## config.mk

```make
export PLATFORM = sky130hd
export DESIGN_NAME = timer_counter
export DESIGN_NICKNAME = d
export VERILOG_FILES = /design/src/rtl/timer_counter.sv
export SDC_FILE = /design/constraint.sdc
export NUM_CORES = 1
export LEC_CHECK = 0
export BUFFER_PORTS_ARGS = -buffer_cell sky130_fd_sc_hd__buf_4
export CAP_MARGIN = 20
export CORE_ASPECT_RATIO = 1.2
export CORE_MARGIN = 5
export CORE_UTILIZATION = 28
export CTS_BUF_LIST = sky130_fd_sc_hd__clkbuf_16
export CTS_CLUSTER_SIZE = 25
export DETAILED_ROUTE_END_ITERATION = 8
export SLEW_MARGIN = 10
export SYNTH_ARGS = -nofsm -noshare
export SYNTH_HDL_FRONTEND = slang
export SYNTH_SLANG_ARGS = --single-unit
```

## constraint.sdc

```tcl
create_clock -name clk -period 2.9 [get_ports clk]
set_input_delay 0.145 -clock clk [delete_from_list [all_inputs] [get_ports clk]]
set_output_delay 0.145 -clock clk [all_outputs]
set_load 0.02 [all_outputs]
```

## src/rtl/timer_counter.sv

```systemverilog
// timer_counter: memory-mapped 32-bit down-counter with one-shot / auto-reload
// modes and a maskable interrupt request. Reads are zero-latency.
module timer_counter (
   input  logic        clk,
   input  logic        reset,
   input  logic [1:0]  addr,
   input  logic        we,
   input  logic [31:0] din,
   output logic [31:0] dout,
   output logic        irq
);

   localparam int unsigned DW = 32;
   localparam int unsigned CW = 4;

   localparam logic [1:0] ADDR_CTRL   = 2'd0;
   localparam logic [1:0] ADDR_PRESET = 2'd1;
   localparam logic [1:0] ADDR_COUNT  = 2'd2;

   typedef enum logic [1:0] {
      IDLE = 2'd0,
      LOAD = 2'd1,
      CNT  = 2'd2,
      INT  = 2'd3
   } state_t;

   state_t        state;
   logic [CW-1:0] ctrl;
   logic [DW-1:0] preset;
   logic [DW-1:0] count;
   logic          intflag;

   logic enable;
   logic reload;
   logic mask;
   logic wr_ctrl;
   logic wr_preset;

   assign enable    = ctrl[0];
   assign reload    = (ctrl[2:1] == 2'd1);
   assign mask      = ctrl[3];
   assign wr_ctrl   = we && (addr == ADDR_CTRL);
   assign wr_preset = we && (addr == ADDR_PRESET);

   // Register file updates and counter FSM; a CPU write to CTRL overrides the
   // hardware clear of Enable, while an expiry sets intflag over a CPU clear.
   always_ff @(posedge clk or posedge reset) begin
      if (reset) begin
         state   <= IDLE;
         ctrl    <= '0;
         preset  <= '0;
         count   <= '0;
         intflag <= 1'b0;
      end else begin
         if (wr_preset) preset <= din;
         if (wr_ctrl)   ctrl   <= din[CW-1:0];
         if (wr_ctrl || wr_preset) intflag <= 1'b0;

         case (state)
            IDLE: begin
               if (enable) state <= LOAD;
            end
            LOAD: begin
               count <= preset;
               state <= CNT;
            end
            CNT: begin
               if (!enable) begin
                  state <= IDLE;
               end else if (count > DW'(1)) begin
                  count <= count - DW'(1);
               end else begin
                  count   <= '0;
                  intflag <= 1'b1;
                  state   <= INT;
               end
            end
            INT: begin
               state <= IDLE;
               if (reload) begin
                  intflag <= 1'b0;
               end else if (!wr_ctrl) begin
                  ctrl[0] <= 1'b0;
               end
            end
            default: state <= IDLE;
         endcase
      end
   end

   // Zero-latency register read mux.
   always_comb begin
      dout = '0;
      case (addr)
         ADDR_CTRL:   dout = {(DW-CW)'(0), ctrl};
         ADDR_PRESET: dout = preset;
         ADDR_COUNT:  dout = count;
         default:     dout = '0;
      endcase
   end

   assign irq = intflag & mask;

endmodule

```

==> results of run 1 <==
==> stage by stage <==
stage | worst slack (ns) | std cells | power (mW) | instance area (um^2) | hold WS (ns)
2_1_floorplan | 0.814 | 421 | 3.06 | 4220 | 0.262
3_3_place_gp | 0.524 | 671 | 3.62 | 4930 | 0.339
3_5_place_dp | 0.451 | 671 | 3.67 | 4930 | 0.360
4_1_cts | 0.446 | 688 | 4.88 | 5250 | 0.00850
5_1_grt | 0.196 | 688 | 5.17 | 5250 | 0.0346
6_report | 0.415 | 688 | 4.85 | 5250 | 0.0208
==> layout make-up <==
class | count | area [um^2]
clock buffer | 9 | 225
clock inverter | 7 | 88.8
fill | 1497 | 9650
inverter | 10 | 37.5
multi-input combinational | 302 | 2210
sequential | 71 | 1780
tap | 204 | 255
timing repair buffer | 85 | 653
==> cell usage after synthesis, types with 4 or more instances <==
| cell type | count |
|---|---|
| a21oi_1 | 7 |
| a22o_1 | 36 |
| a22oi_1 | 11 |
| a31o_2 | 4 |
| a31oi_1 | 6 |
| and2_1 | 5 |
| buf_2 | 7 |
| buf_6 | 4 |
| clkbuf_1 | 21 |
| dfrtp_1 | 71 |
| inv_1 | 9 |
| mux2_2 | 35 |
| mux2i_1 | 5 |
| nand2_1 | 39 |
| nand3_1 | 13 |
| nand4_1 | 12 |
| nor2_1 | 13 |
| nor2b_1 | 5 |
| nor3_1 | 9 |
| nor4_1 | 7 |
| o211ai_1 | 6 |
| o21ai_0 | 13 |
| o221ai_1 | 6 |
| o31ai_1 | 12 |
| o41ai_1 | 9 |
| or3_1 | 8 |
| or4_1 | 7 |
==> report_power, final <==
group          internal, mW  leakage [nW]  switching [mW]
Clock                 0.746         0.153           0.430
Sequential             1.33         0.857           0.478
Combinational         0.824          1.20            1.05
==> registers in the layout, summed over array words and instances, names as in the netlist <==
signal,flops
state,2
preset,32
intflag,1
ctrl,4
count,32
==> worst max-delay path, stage by stage (launching register included) <==
cell	delay [ns]
dfrtp_1	0.44
nor4_1	0.47
and4_1	0.47
nand4_1	0.21
buf_4	0.21
nand2_1	0.36
o221ai_1	0.20
==> path summary, 6_finish.rpt <==
kind	depth (start not counted)	slack, ns	start	to
setup / recovery	6	0.42	count[16]	count[11]
hold reg to reg	1	0.53	ctrl[3]	ctrl[3]
min in group asynchronous	3	0.53	reset	preset[26]
hold / removal	3	0.02	din[0]	ctrl[0]
max in group asynchronous	4	1.69	reset	count[10]
setup reg to reg	6	0.42	count[16]	count[11]
==> cell usage in the layout, fill, tap and decap left out, types with 3 or more instances in the layout <==
cell type	n
o41ai_1	9
a31o_2	4
clkbuf_16	9
a22oi_1	11
nand3_1	13
o211ai_1	6
or4_1	7
or3_1	8
buf_4	83
a22o_1	36
o21ai_0	13
nor3_4	3
o221ai_1	6
and2_1	5
inv_1	9
dfrtp_1	71
nor2_1	12
a21oi_1	7
nand2_1	39
nor2b_1	3
o31ai_1	12
a31oi_1	6
mux2i_1	5
and4_1	3
nand4_1	12
nor4_1	7
nor3_1	9
mux2_2	35
==> kinds of logic after synthesis <==
group                      count (synthesis)  synth area share, %
adders and majority gates                  2                0.593
and+or+nand+nor                          139                 19.0
DFF                                       71                 42.1
AOI/OAI and AO/OA                        121                 22.2
muxes                                     40                 10.5
buffers and inverters                     48                 5.57
==> per-layer routing <==
metal,track usage (%),vias to the layer above,routed length [um]
li1,-,1750,-
met1,19.2,1811,5570
met2,24.0,149,6020
met3,2.86,30,777
met4,6.72,0,337
met5,0,-,0
==> summary.md, run 1 <==
| Metric | Value |
|---|---|
| Status | `finished clean` |
| Period utilisation layout | `a little under nine tenths` |
| Crit-path max FO | `11` |
| Final core utilization | `35.2%` |
| CTS tree | `done` |
| Post-synth top area cell | `dfrtp_1` |
| Final #Nets | `around 520` |
| Synthesized area | `4220 um^2` |
| Asr flop ratio synth | `100%` |
| Ys Warns | `0` |
| Clk_lat worst skew | `0.34 ns` |
| Slew HR | `about 46%` |
| CTS clk-pin slew, worst paths | `0.06 ns` |
| Global-route wire length before repair | `20,700 um` |
| Layout cells sized above 1 | `30.8%` |
| Max-Cap Viols | `0` |
| Largest net degree at the start of global routing | `42` |
| Synth Instances | `421` |
| Ant diodes | `0` |
| Site Rows | `49` |
| DIE AREA | `17,600 um^2` |
| CTS max path bufs | `2` |
| Antenna-violating nets left | `0` |
| Syn Area/Cell | `10.0 um^2` |
| Initial Utilization | `between 20% and 30%` |
| Post-synth EDFFs | `0` |
| GPL Wtd Cong | `0.931` |
| Vias/cell | `5.44` |
| Initial antenna violation count | `0` |
| CP startpoint kind | `flip-flop` |
| Post-synthesis net count | `460` |
| Area share of the largest cell type after synthesis | `42.1%` |
| Worst setup EP type | `flip-flop` |
| Crit Path Category | `reg2reg` |
| Initial DRC Count | `264` |
| # DRC | `0` |
| Post-Route WL | `between 10,000 and 15,000 um` |
| Final min period | `~2.5 ns` |
| Vias | `3,740` |
| Synth Flop Type | `dfrtp_1` |
| Routed WL per cell | `~18 um` |
| # setup viols final | `0` |
| Clock Skew | `slightly above 0.006 ns` |
| Post-synthesis register bit count | `71` |
| DR pass1 iterations | `5` |
| CTS buffer count | `9` |
| CTS H-tree depth | `3` |
| Core outline area | `14,900 um^2` |
| Setup bufs post-CTS | `0` |
| Total Neg Setup Slack | `0 ns` |
| Detailed Place HPWL | `8730 um` |
| Arr. time, crit path | `2.68 ns` |
| Clock Sinks | `71` |
| RSZ-0062 raised after global routing | `false` |
| Post_cts resized | `0` |
| P&R area growth vs syn | `24.5%` |
| I/O pins | `70` |
| Pwr Density | `924 nW/um^2` |
| Distinct cells, synth | `between 50 and 60` |
| Die width | `about 120 um` |
| CP required | `3.09 ns` |
| Worst slew pin tran | `between 0.8 and 0.9 ns` |
| Max-slew violation count | `0` |
| Number of port buffers | `69` |
| Total GRT Usage | `between 10 and 15%` |
| Hold buffer count at CTS | `1` |
| Min-delay worst type | `in2reg` |
| Final-report hold violation count | `0` |
| Vias in the first global route | `slightly below 4,000` |
| Peak VDD IR | `0.321 mV` |
| Total gr overflow | `0` |
| FMAX | `~400 MHz` |
| Die Y | `144 um` |
| Area contributors post-synth | `dfrtp_1 (42%), mux2_2 (9.3%), a22o_1 (7.5%)` |
| Leakage power | `2.21 nW` |
| Root Driver | `clkbuf_16` |
| Seq/Total Area, Yosys | `a little over two fifths` |
(Power assumes the default switching activity.)
==> inputs of run 2 (changes only) <==
--- a/config.mk
+++ b/config.mk
@@ -15,2 +15,3 @@
 export DETAILED_ROUTE_END_ITERATION = 8
+export MAX_ROUTING_LAYER = met4
 export SLEW_MARGIN = 10
--- a/constraint.sdc
+++ b/constraint.sdc
@@ -3,2 +3,2 @@
 set_output_delay 0.145 -clock clk [all_outputs]
-set_load 0.02 [all_outputs]
+set_load 0.05 [all_outputs]
==> run 2 against run 1 <==
Compared with the run above:
- count of clock-buffer cells in the layout stayed put
- utilization is 0.34 points lower
- worst hold slack better by 0.0092 ns
- sequential share of layout area is 0.33 points higher
- cell area is 0.98% lower
- sequential power hardly changed
- largest cell class unchanged
==> summary.md, run 2 (synthesis results as in run 1) <==
| Metric | Value |
|---|---|
| Status | `finished clean` |
| Reg2reg setup slack | `0.44 ns (+0.02 ns)` |
| Worst reg2reg path depth | `6 (unchanged)` |
| Non-Filler Instances | `689 (+0.15%)` |
| Total GRT Usage | `15.3% (+0.44 points)` |
| Commonest non-fill, non-tap cell in the layout | `buf_4` |
| CTS H-tree depth | `3 (unchanged)` |
| Post-Route WL | `12,700 um (-0.37%)` |
| Worst setup EP type | `flip-flop` |
| Global-route wire length before repair | `20,500 um (-0.67%)` |
| Vias in the first global route | `3,829 (-2.7%)` |
| Dpl ws | `0.487 ns (+0.0367 ns)` |
| Final-report hold violation count | `0 (unchanged)` |
| Site Rows | `49 (unchanged)` |
| CTS max path bufs | `2 (unchanged)` |
| Hold buffer count at CTS | `1 (unchanged)` |
| WP depth | `6 (unchanged)` |
| Worst slew pin tran | `0.764 ns (-0.0467 ns)` |
| DR pass1 iterations | `5 (unchanged)` |
| Reg-to-Reg End | `count[14]` |
| Final min period | `2.46 ns (-0.0232 ns)` |
| Max-Cap Viols | `0 (unchanged)` |
| Root Driver | `clkbuf_16` |
| Hold Path Depth | `3 (unchanged)` |
| Placed cell count | `673 (+0.30%)` |
| Clock Skew | `0.00775 ns (+0.00164 ns)` |
| Largest net degree at the start of global routing | `42 (unchanged)` |
| Routed WL per cell | `18.4 um (-0.51%)` |
| Pwr Density | `930 nW/um^2 (+0.63%)` |
| FMAX | `406 MHz (+0.94%)` |
| Setup WS post-layout | `0.439 ns (+0.0232 ns)` |
| CP cell instances | `nor4_1 -> and4_1 -> nand4_1 -> buf_4 -> nand2_1 -> o221ai_1` |
| Worst r2r src | `count[16]` |
| Crit-path leading delay family | `simple AND/OR/NAND/NOR gates` |
| Clock power share | `19.6% (-4.6 points)` |
| Setup bufs post-CTS | `0 (unchanged)` |
| Critical path's largest stage delay | `0.52 ns (+0.05 ns)` |
| Leakage power | `2.20 nW (-0.47%)` |
| Fillers | `1,542 (+3.0%)` |
| I/O pins | `70 (unchanged)` |
| Final hold slack | `0.0300 ns (+0.00921 ns)` |
| P&R area growth vs syn | `23.3%` |
| Initial Utilization | `28.3% (unchanged)` |
| Clock Sinks | `71 (unchanged)` |
| # setup viols final | `0 (unchanged)` |
| Core outline area | `14,900 um^2 (unchanged)` |
| Crit Path Category | `reg2reg` |
| Max-slew violation count | `0 (unchanged)` |
| Arr. time, crit path | `2.65 ns (-0.03 ns)` |
| Min-delay worst type | `in2reg` |
| Final #Nets | `520 (+0.39%)` |
| Vias/cell | `5.33 (-1.9%)` |
| Critical Path End | `count[14]` |
| Register share of total power | `37.3% (about the same)` |
| CTS clk-pin slew, worst paths | `0.05 ns (about the same)` |
| DIE AREA | `17,600 um^2 (unchanged)` |
| CP Buf/Inv Count | `1 (unchanged)` |
| GPL Wtd Cong | `0.844 (-9.4%)` |
| Total Neg Setup Slack | `0 ns (unchanged)` |
| Sw frac | `43.7% (+3.4 points)` |
| CP startpoint kind | `flip-flop` |
| Period utilisation layout | `84.9% (-0.80 points)` |
| Number of port buffers | `69 (unchanged)` |
| Biggest regs | `count x32, preset x32, ctrl x4` |
| Psw | `2.11 mW (+8.2%)` |
| Comb pwr share | `43.0% (+4.5 points)` |
| Die Y | `144 um (unchanged)` |
| Detailed Place HPWL | `8830 um (+1.1%)` |
| Vias | `3,673 (-1.8%)` |
| Crit-path max FO | `11 (unchanged)` |
| # DRC | `0 (unchanged)` |
| CP max stage cell | `nor4_1` |
| Layout cells sized above 1 | `29.9% (-0.89 points)` |
| CP required | `3.09 ns (about the same)` |
| Die width | `122 um (unchanged)` |
| Initial antenna violation count | `0 (unchanged)` |
| Peak VDD IR | `0.346 mV (+7.9%)` |
| Slew HR | `49.0% (+3.1 points)` |
| RSZ-0062 raised after global routing | `false` |
| CTS tree | `done` |
| Post_cts resized | `0 (unchanged)` |
| CTS buffer count | `9 (unchanged)` |
| Ant diodes | `0 (unchanged)` |
| Clk_lat worst skew | `0.34 ns (about the same)` |
| Worst setup path startpoint | `count[16]` |
| Antenna-violating nets left | `0 (unchanged)` |
| Initial DRC Count | `327 (+24%)` |
| Most frequent cells in the layout | `buf_4 (85), dfrtp_1 (71), nand2_1 (39)` |
| Internal | `2.72 mW (-6.1%)` |
| Total gr overflow | `0 (unchanged)` |
-- run 2: cell count changes in the layout (fill, tap and decap cells not counted) --
| cell | delta |
|---|---|
| buf_4 | +2 |
| bufinv_16 | -2 |
| clkinv_1 | +3 |
| clkinv_2 | -2 |
| clkinvlp_4 | -2 |
| inv_1 | +2 |
-- run 2: worst min-delay path by stage --
stage             from         end  slack (ns)
5_1_grt        din[26]  preset[26]        0.03
3_3_place_gp     reset  preset[26]        0.36
6_report        din[0]     ctrl[0]        0.03
2_1_floorplan   din[0]     ctrl[0]        0.26
3_5_place_dp     reset  preset[26]        0.35
4_1_cts        din[30]  preset[30]        0.02
-- run 2: through the flow --
stage | utilization [%] | instance area [um^2] | power (mW)
after floorplan | - | 4220 | 3.28
after global placement | 33.2 | 4940 | 3.86
after detailed placement | 33.2 | 4940 | 3.90
after CTS | 34.9 | 5200 | 4.87
after global routing | 34.9 | 5200 | 5.18
final | 34.9 | 5200 | 4.84
-- run 2: routing by layer --
| layer | part of all wire, % | vias to the layer above | track usage, % |
|---|---|---|---|
| met1 | 46 | 1800 | 20.0 |
| met2 | 47 | 90 | 23.0 |
| met4 | 2.4 | 0 | 6.66 |
| met3 | 4.3 | 22 | 3.01 |
| li1 | - | 1761 | - |
| met5 | 0 | - | - |
-- run 2: worst reg2reg max path, stage by stage (launching register included) --
cell,delay [ns]
dfrtp_1,0.45
nor4_1,0.52
and4_1,0.34
nand4_1,0.17
buf_4,0.22
nand2_1,0.39
o221ai_1,0.21
-- run 2: power groups by stage --
stage / combinational [mW] / sequential [mW] / clock (mW)
floorplan: 1.66 / 1.61 / 0
global placement: 2.07 / 1.80 / 0
detailed placement: 2.09 / 1.81 / 0
CTS: 2.09 / 1.80 / 0.981
global route: 2.28 / 1.87 / 1.02
finish: 2.08 / 1.80 / 0.950
-- run 2: final cells by class --
class / count / area, um^2 / area share, %
well taps: 204 / 255 / 4.91
repair buffers: 87 / 668 / 12.8
multi-input cells: 302 / 2210 / 42.6
clock buffers: 9 / 225 / 4.33
inverters: 10 / 37.5 / 0.722
flip-flops and latches: 71 / 1780 / 34.2
clock inverters: 6 / 22.5 / 0.433
==> inputs of run 3 (changes only) <==
clock period = 2.25 ns   (was 2.9 ns; I/O delays follow)
==> run 3 against run 2 <==
Compared with the run above:
- utilization grew 2.1 points
- sequential power grew 23%
- critical path depth grew 2
- non-clock buffer count grew 34
- first-iteration DRC count shrank 25%
- worst setup slack lost 0.38 ns
- clock power grew 29%
- fmax grew 12%
- die area is the same
- largest power group unchanged
==> summary.md, run 3 (synthesis results as in run 1) <==
| Metric | Value |
|---|---|
| Die Y | `144 um (unchanged)` |
| Most frequent cells in the layout | `buf_4 (109), dfrtp_1 (71), nand2_1 (39)` |
| CTS buffer count | `9 (unchanged)` |
| # DRC | `0 (unchanged)` |
| Vias/cell | `5.30 (-0.63%)` |
| Reg-to-Reg End | `count[31]` |
| Worst r2r src | `count[0]` |
| Crit-path max FO | `8 (-3)` |
| Non-Filler Instances | `723 (+4.9%)` |
| Die width | `122 um (unchanged)` |
| Antenna-violating nets left | `0 (unchanged)` |
| Period utilisation layout | `97.4% (+12 points)` |
| Min-delay worst type | `in2reg` |
| Max-Cap Viols | `0 (unchanged)` |
| Critical path's largest stage delay | `0.47 ns (-0.05 ns)` |
| Worst setup EP type | `flip-flop` |
| Worst reg2reg path depth | `8 (+2)` |
| Hold Path Depth | `2 (-1)` |
| Root Driver | `clkbuf_16` |
| DR pass1 iterations | `5 (unchanged)` |
| DIE AREA | `17,600 um^2 (unchanged)` |
| Final #Nets | `554 (+6.5%)` |
| Max-slew violation count | `0 (unchanged)` |
| Initial antenna violation count | `0 (unchanged)` |
| Total gr overflow | `0 (unchanged)` |
| CP max stage cell | `or4_1` |
| Clock Skew | `0.00837 ns (+0.000622 ns)` |
| Pwr Density | `1190 nW/um^2 (+28%)` |
| I/O pins | `70 (unchanged)` |
| Setup WS post-layout | `0.0596 ns (-0.379 ns)` |
| # setup viols final | `0 (unchanged)` |
| Status | `finished clean` |
| GPL Wtd Cong | `0.849 (+0.58%)` |
| Peak VDD IR | `0.434 mV (+25%)` |
| Vias | `3,830 (+4.3%)` |
| Leakage power | `2.37 nW (+7.7%)` |
| CP cell instances | `inv_1 -> ha_1 -> buf_4 -> o2111a_1 -> and4_1 -> buf_4 -> or4_1 -> o211ai_1` |
| Largest net degree at the start of global routing | `72 (+71%)` |
| CP required | `2.50 ns (-0.59 ns)` |
| CP startpoint kind | `flip-flop` |
| Biggest regs | `count x32, preset x32, ctrl x4` |
| FMAX | `457 MHz (+12%)` |
| Number of port buffers | `69 (unchanged)` |
| Post-Route WL | `12,700 um (about the same)` |
| Most used cell, CP | `buf_4` |
| Core outline area | `14,900 um^2 (unchanged)` |
| Slew HR | `70.5% (+21 points)` |
| HP Start | `din[28]` |
| Routed WL per cell | `17.5 um (-4.7%)` |
| Total Neg Setup Slack | `0 ns (unchanged)` |
| Site Rows | `49 (unchanged)` |
| Initial Utilization | `28.3% (unchanged)` |
| Total GRT Usage | `15.2% (-0.047 points)` |
| CTS clk-pin slew, worst paths | `0.06 ns (about the same)` |
| P&R area growth vs syn | `30.6%` |
| Hold endpoint | `preset[28]` |
| Vias in the first global route | `3,974 (+3.8%)` |
| Ant diodes | `0 (unchanged)` |
| Clk_lat worst skew | `0.34 ns (about the same)` |
| Dpl ws | `0.0668 ns (-0.421 ns)` |
| Final-report hold violation count | `0 (unchanged)` |
| Worst slew pin tran | `0.440 ns (-0.325 ns)` |
| Total power | `6.55 mW (+36%)` |
| CTS max path bufs | `2 (unchanged)` |
| Global-route wire length before repair | `20,500 um (-0.30%)` |
| Placed cell count | `696 (+3.4%)` |
| Commonest non-fill, non-tap cell in the layout | `buf_4` |
| Crit Path Category | `reg2reg` |
| Layout cells sized above 1 | `33.1% (+3.2 points)` |
| Final min period | `2.19 ns (-0.271 ns)` |
| Arr. time, crit path | `2.44 ns (-0.21 ns)` |
| Detailed Place HPWL | `8820 um (about the same)` |
| CTS tree | `done` |
| Clock Sinks | `71 (unchanged)` |
| Reg2reg setup slack | `0.06 ns (-0.38 ns)` |
| Initial DRC Count | `246 (-25%)` |
| CTS H-tree depth | `3 (unchanged)` |
==> run 3: repair_timing <==
action | in CTS | in global routing
hold buffers | 8 | 1
hold endpoints to repair | 78 | 1
setup endpoints to repair | 0 | 12
setup buffers | 0 | 3
gates resized for setup | 0 | 2
==> run 3: where the power goes <==
| part | leakage, nW | switching (mW) | internal, mW | total, mW |
|---|---|---|---|---|
| logic | 1.38 | 1.77 | 1.33 | 3.10 |
| registers | 0.857 | 0.506 | 1.71 | 2.22 |
| clock network | 0.132 | 0.519 | 0.715 | 1.23 |
==> run 3: metrics by stage <==
step,area [um^2],hold slack (ns),utilization (%)
floorplan,4220,0.229,-
global placement,5140,0.232,34.5
detailed placement,5140,0.240,34.5
CTS,5470,0.000988,36.7
global route,5510,0.00252,37.0
finish,5510,0.00285,37.0
==> run 3: layout make-up <==
| cell class | count | area (um^2) |
|---|---|---|
| fillers | 1522 | 9390 |
| multi-input cells | 302 | 2220 |
| flip-flops and latches | 71 | 1780 |
| repair buffers | 121 | 968 |
| well taps | 204 | 255 |
| clock buffers | 9 | 225 |
| inverters | 10 | 37.5 |
| clock inverters | 6 | 22.5 |
==> run 3: how the worst max path moves through the flow <==
stage          slack [ns]  cells past startpoint      from   endpoint
2_1_floorplan        0.16                      7  count[0]  count[24]
5_1_grt             -0.02                      8  count[0]  count[31]
4_1_cts              0.04                      8  count[0]  count[31]
3_5_place_dp         0.07                      8  count[1]  count[24]
6_report             0.06                      8  count[0]  count[31]
3_3_place_gp         0.12                      6  count[0]  count[17]
==> run 3: critical path: cells and delay by family, from the launching register on <==
family                   cells  cell delay, ns
adder cells (fa/ha/maj)      1            0.21
buffers and inverters        3            0.41
AND/OR/NAND/NOR              2            0.71
AO/OA/AOI/OAI                2            0.38
flip-flops                   1            0.39
==> run 3: metal layers <==
| layer | up-vias | global-route usage [%] | wire (um) |
|---|---|---|---|
| li1 | 1819 | - | - |
| met5 | - | - | 0 |
| met4 | 0 | 4.83 | 150 |
| met2 | 125 | 24.4 | 6220 |
| met1 | 1872 | 18.9 | 5540 |
| met3 | 14 | 3.83 | 745 |
